**src/rtl/axis_video_bridge.sv**
```systemverilog
// ============================================================================
// axis_video_bridge
// Pixel valid/ready input -> FIFO -> AXI4-Stream video master (TUSER=SOF, TLAST=EOL).
// Revision: 1.0
// ============================================================================
`default_nettype none

module axis_video_bridge #(
    parameter int DATA_W  = 24,
    parameter int TDATA_W = 32,
    parameter int DEPTH   = 8,
    parameter int DIM_W   = 11
) (
    input  logic                     clk,
    input  logic                     resetN,
    input  logic                     i_start,
    input  logic [DIM_W-1:0]         i_img_width,
    input  logic [DIM_W-1:0]         i_img_height,
    input  logic [DATA_W-1:0]        i_pix_in,
    input  logic                     i_pix_valid,
    output logic                     o_pix_ready,
    output logic [TDATA_W-1:0]       o_tdata,
    output logic                     o_tvalid,
    input  logic                     i_tready,
    output logic                     o_tlast,
    output logic                     o_tuser,
    output logic [$clog2(DEPTH):0]   o_fifo_count,
    output logic                     o_busy,
    output logic                     o_frame_done
);

    localparam int PTR_W = $clog2(DEPTH);
    localparam int CNT_W = PTR_W + 1;
    localparam int ENT_W = DATA_W + 2;
    localparam logic [CNT_W-1:0] c_FULL = CNT_W'(DEPTH);
    localparam logic [CNT_W-1:0] c_ONE  = CNT_W'(1);

    typedef enum logic [1:0] {
        S_IDLE   = 2'd0,
        S_ACTIVE = 2'd1,
        S_DRAIN  = 2'd2
    } state_t;

    state_t             r_state;
    state_t             w_state_nxt;

    logic [DIM_W-1:0]   r_width;
    logic [DIM_W-1:0]   r_height;
    logic [DIM_W-1:0]   r_col;
    logic [DIM_W-1:0]   r_row;
    logic [ENT_W-1:0]   r_mem [DEPTH];
    logic [PTR_W-1:0]   r_wr_ptr;
    logic [PTR_W-1:0]   r_rd_ptr;
    logic [CNT_W-1:0]   r_count;
    logic               r_frame_done;

    logic               w_full;
    logic               w_empty;
    logic               w_pix_ready;
    logic               w_push;
    logic               w_pop;
    logic               w_col_end;
    logic               w_row_end;
    logic               w_last_pix;
    logic               w_final_beat;
    logic               w_start_ok;
    logic [ENT_W-1:0]   w_head;
    logic [ENT_W-1:0]   w_wr_entry;

    assign w_full      = (r_count == c_FULL);
    assign w_empty     = (r_count == '0);
    assign w_pix_ready = (r_state == S_ACTIVE) && !w_full;
    assign w_push      = i_pix_valid && w_pix_ready;
    assign w_pop       = !w_empty && i_tready;
    assign w_col_end   = (r_col == r_width - DIM_W'(1));
    assign w_row_end   = (r_row == r_height - DIM_W'(1));
    assign w_last_pix  = w_push && w_col_end && w_row_end;
    assign w_head      = r_mem[r_rd_ptr];
    assign w_wr_entry  = {(r_col == '0) && (r_row == '0), w_col_end, i_pix_in};

    // Once every frame pixel is in the FIFO, the entry popped at count 1 is the frame's last beat.
    assign w_final_beat = (r_state == S_DRAIN) && w_pop && (r_count == c_ONE) && w_head[DATA_W];

    // The frame_done cycle still rejects start so a new frame needs a clean IDLE cycle.
    assign w_start_ok = i_start && !r_frame_done &&
                        (i_img_width != '0) && (i_img_height != '0);

    always_ff @(posedge clk) begin
        if (!resetN) begin
            r_state      <= S_IDLE;
            r_width      <= '0;
            r_height     <= '0;
            r_col        <= '0;
            r_row        <= '0;
            r_wr_ptr     <= '0;
            r_rd_ptr     <= '0;
            r_count      <= '0;
            r_frame_done <= 1'b0;
        end else begin
            r_state      <= w_state_nxt;
            r_frame_done <= w_final_beat;

            if ((r_state == S_IDLE) && w_start_ok) begin
                r_width  <= i_img_width;
                r_height <= i_img_height;
                r_col    <= '0;
                r_row    <= '0;
            end

            if (w_push) begin
                r_wr_ptr <= r_wr_ptr + PTR_W'(1);
                if (w_col_end) begin
                    r_col <= '0;
                    r_row <= r_row + DIM_W'(1);
                end else begin
                    r_col <= r_col + DIM_W'(1);
                end
            end

            if (w_pop) begin
                r_rd_ptr <= r_rd_ptr + PTR_W'(1);
            end

            case ({w_push, w_pop})
                2'b10:   r_count <= r_count + c_ONE;
                2'b01:   r_count <= r_count - c_ONE;
                default: r_count <= r_count;
            endcase
        end
    end

    // Storage carries no reset; occupancy/pointers define validity.
    always_ff @(posedge clk) begin
        if (w_push) begin
            r_mem[r_wr_ptr] <= w_wr_entry;
        end
    end

    always_comb begin
        w_state_nxt  = r_state;
        o_tdata      = '0;
        o_tvalid     = !w_empty;
        o_tlast      = 1'b0;
        o_tuser      = 1'b0;
        o_pix_ready  = w_pix_ready;
        o_fifo_count = r_count;
        o_busy       = (r_state != S_IDLE);
        o_frame_done = r_frame_done;

        case (r_state)
            S_IDLE:   if (w_start_ok)   w_state_nxt = S_ACTIVE;
            S_ACTIVE: if (w_last_pix)   w_state_nxt = S_DRAIN;
            S_DRAIN:  if (w_final_beat) w_state_nxt = S_IDLE;
            default:                    w_state_nxt = S_IDLE;
        endcase

        if (!w_empty) begin
            o_tdata[DATA_W-1:0] = w_head[DATA_W-1:0];
            o_tlast             = w_head[DATA_W];
            o_tuser             = w_head[DATA_W+1];
        end
    end

endmodule

`default_nettype wire

```
**config.mk**
```make
export PLATFORM = sky130hd
export DESIGN_NAME = axis_video_bridge
export DESIGN_NICKNAME = d
export VERILOG_FILES = /design/src/rtl/axis_video_bridge.sv
export SDC_FILE = /design/constraint.sdc
export NUM_CORES = 1
export LEC_CHECK = 0
export BUFFER_PORTS_ARGS = -buffer_cell sky130_fd_sc_hd__buf_2
export CORE_MARGIN = 4
export CORE_UTILIZATION = 40
export DETAILED_ROUTE_END_ITERATION = 8
export PLACE_DENSITY_LB_ADDON = 0.05
export SYNTH_ARGS = -nofsm -noshare
export SYNTH_HDL_FRONTEND = slang
export SYNTH_SLANG_ARGS = --single-unit
export TNS_END_PERCENT = 1
```
**constraint.sdc**
```tcl
create_clock -name clk -period 8.5 [get_ports clk]
set_input_delay 1.7 -clock clk [delete_from_list [all_inputs] [get_ports clk]]
set_output_delay 1.7 -clock clk [all_outputs]
set_load 0.02 [all_outputs]
```
==> load_flow_metrics.sql <==
INSERT INTO impl_metrics (metric_group, metric, value, unit) VALUES
('worst_setup_path', 'timing.critical_path.to_type', 'output port', ''),
('floorplanning', 'die_x', '177', 'microns'),
('timing', 'setup_violations', '0', ''),
('routing', 'initialDrtViolationCount', '364', ''),
('timing', 'fmax', '219', 'MHz'),
('cts', 'numCtsBuffers', '30', ''),
('cts', 'tritoncts', 'yes', ''),
('power_and_ir_drop', 'internal_power', '2.41', 'mW'),
('grt', 'grt_pass1_vias', '6998', ''),
('power_and_ir_drop', 'power.density_cell_area', '248', 'mW/mm^2'),
('floorplanning', 'io-pin-count', '93', ''),
('cts', 'ctsRootBufferMaster', 'clkbuf_16', ''),
('synth', 'netlist_top_cells_count', 'edfxtp_1 (208), nor2_1 (87), dfxtp_1 (60)', ''),
('hold_path', 'hold_path.startpoint', 'r_rd_ptr[1]', ''),
('worst_setup_path', 'critical_path.reg2reg.endpoint', 'r_mem[4][25]', ''),
('timing', 'grt_setup_unrepaired', 'no', ''),
('synth', 'syn_area', '0.0115', 'sq mm'),
('synth', 'post_synth_inst_count', '772', ''),
('power_and_ir_drop', 'power_frac_comb', '18.0', '%'),
('placed_design', 'placed_cells_incl_taps', '1216', ''),
('synth', 'async_s_r_ff_share_synth', '0', '%'),
('status', 'run_status', 'completed', ''),
('final_layout', 'filler_cell_count', '2465', ''),
('cts', 'cts_setup_buffers', '0', ''),
('synth', 'synth_edf_count', '208', ''),
('synth', 'yosys_warnings', '0', ''),
('synth', 'synth.ff_latch_count', '268', ''),
('floorplanning', 'initial_util', '40.9', '%'),
('hold_path', 'worst_hold_path_type', 'reg2reg', ''),
('routing', 'route.detailed.vias_per_inst', '5.34', ''),
('cts', 'holdBufCountCts', '0', ''),
('routing', 'detailedRoute.firstPassIterationCount', '5', ''),
('synth', 'synth_area_per_cell', '14.8', 'sq um'),
('grt', 'number_of_antenna_violations_at_the_first_check_in_global_routing', '1', ''),
('final_layout', 'final-seq-area', '0.00745', 'sq mm'),
('grt', 'grt_overflow', '0', ''),
('worst_setup_path', 'timing.critical_path.fanout_max', '50', ''),
('final_layout', 'multiInputGateArea', '0.00381', 'sq mm'),
('worst_setup_path', 'critPathArrivalTime', '2.86', 'ns'),
('worst_setup_path', 'r2r-start', 'o_fifo_count[1]', ''),
('timing', 'layout_min_cycle_time', '4.56', 'ns'),
('cts', 'clkSinkCount', '268', ''),
('hold_path', 'timing.hold.worst_path_depth', '2', ''),
('worst_setup_path', 'critPathLaunchType', 'register', ''),
('cts', 'worstSkewPairLatency', '0.55', 'ns'),
('cts', 'cts_max_path_buffers', '3', ''),
('synth', 'synthFlopType', 'edfxtp_1', ''),
('cts', 'ctsResizeCount', '0', ''),
('placed_design', 'placement.io_buffers', '84', ''),
('timing', 'fin_crit_sh', '53.7', '%'),
('power_and_ir_drop', 'seq_power_share', '44.2', '%'),
('synth', 'synthTopCellsByArea', 'edfxtp_1 (55%), dfxtp_1 (10%), mux4_2 (10%)', ''),
('timing', 'setup_tns', '0', 'ns'),
('flow_run', 'maxCapViolCount', '0', ''),
('grt', 'globalRouteTotalUtil', '16.3', '%'),
('power_and_ir_drop', 'max-vdd-ir-drop', '0.136', 'mV'),
('timing', 'hold_slack', '0.480', 'ns'),
('routing', 'detail-route-antenna-nets', '0', ''),
('synth', 'synth_most_common_cell', 'edfxtp_1', ''),
('synth', 'yosysTopAreaCell', 'edfxtp_1', ''),
('timing', 'final_hold_viol_count', '0', ''),
('routing', 'post-route-drc-count', '0', ''),
('cts', 'cts.htree.levels', '1', ''),
('routing', 'postRouteWirelength', '25.6', 'mm'),
('power_and_ir_drop', 'power.clock.fraction', '37.8', '%'),
('floorplanning', 'dieArea', '0.0314', 'sq mm'),
('synth', 'synth.yosys.seq_area_share', '65.0', '%'),
('worst_setup_path', 'setup.reg_to_reg.worst_slack', '4.85', 'ns'),
('power_and_ir_drop', 'p_sw', '0.897', 'mW'),
('floorplanning', 'die_h', '177', 'microns'),
('final_layout', 'area_growth_syn_to_layout', '16.4', '%');
[cell families (layout without fill, tap and decap cells)]
family                     Yosys count  after routing  synth area share, %
muxes                              104            104                 14.8
AOI/OAI and AO/OA                   73             73                 4.31
xor gates and xnor gates            32             32                 2.45
buffers and inverters               63            178                 2.37
and+or+nand+nor                    219            219                 9.76
adders and majority gates           12             12                 1.31
DFF                                268            268                 65.0
other                                1              8               0.0327
[routing by layer]
layer	GRT usage (%)	share of wire, %	vias to the layer above
met5	0	0.055	-
met4	3.51	1.6	2
met3	2.52	4.7	33
met2	28.0	49	165
met1	22.0	44	3440
li1	-	-	3154
[worst max-delay path by stage]
stage                      startpoint     endpoint  slack (ns)
final                        register      o_tuser        3.94
after global routing         register      o_tuser        3.70
after CTS                    register      o_tuser        3.83
after detailed placement  i_pix_valid  r_mem[4][4]        4.15
after global placement    i_pix_valid  r_mem[4][5]        4.22
after floorplan           i_pix_valid  r_mem[2][0]        2.98
[layout make-up]
class / count / area share [%]
inverters: 20 / 0.563
flip-flops and latches: 268 / 55.9
multi-input cells: 448 / 28.5
clock inverters: 20 / 1.22
clock buffers: 36 / 6.11
well taps: 378 / 3.55
repair buffers: 102 / 4.16
[cell usage in the layout, fill, tap and decap left out, drive strengths merged, types with 14 or more instances in the layout]
master | netlist | routed
clkbuf | 22 | 36
nand2 | 30 | 30
clkinv | 1 | 17
a21oi | 21 | 21
buf | 21 | 102
mux4 | 52 | 52
nor3 | 14 | 14
nand3 | 14 | 14
xor2 | 19 | 19
and3 | 14 | 14
mux2i | 52 | 52
nor2 | 88 | 88
dfxtp | 60 | 60
edfxtp | 208 | 208
inv | 19 | 19
[power by group through the flow]
stage | combinational [mW] | sequential (mW) | clock, mW
floorplan | 0.411 | 1.49 | 0
global placement | 0.599 | 1.49 | 0
detailed placement | 0.608 | 1.49 | 0
CTS | 0.611 | 1.46 | 1.28
global route | 0.653 | 1.47 | 1.34
finish | 0.594 | 1.46 | 1.25
[flip-flops by register name (all words and copies together) (netlist names), named ones only]
signal	count
o_fifo_count	4
o_frame_done	1
r_col	11
r_height	11
r_mem	208
r_rd_ptr	3
r_row	11
r_state	2
r_width	11
r_wr_ptr	3
[critical path: stages (launching register included)]
cell	delay (ns)
dfxtp_4	0.36
buf_4	0.77
mux4_2	0.62
mux2i_1	0.18
nor2_1	0.12
buf_2	0.19
[through the flow]
stage	total power [mW]	worst slack, ns	cell area (sq um)
CTS	3.36	3.83	13300
detailed placement	2.10	4.15	12400
floorplan	1.90	2.98	11500
global route	3.46	3.70	13300
finish	3.31	3.94	13300
global placement	2.09	4.22	12400
Note: power is estimated with default switching activity, not from simulation.
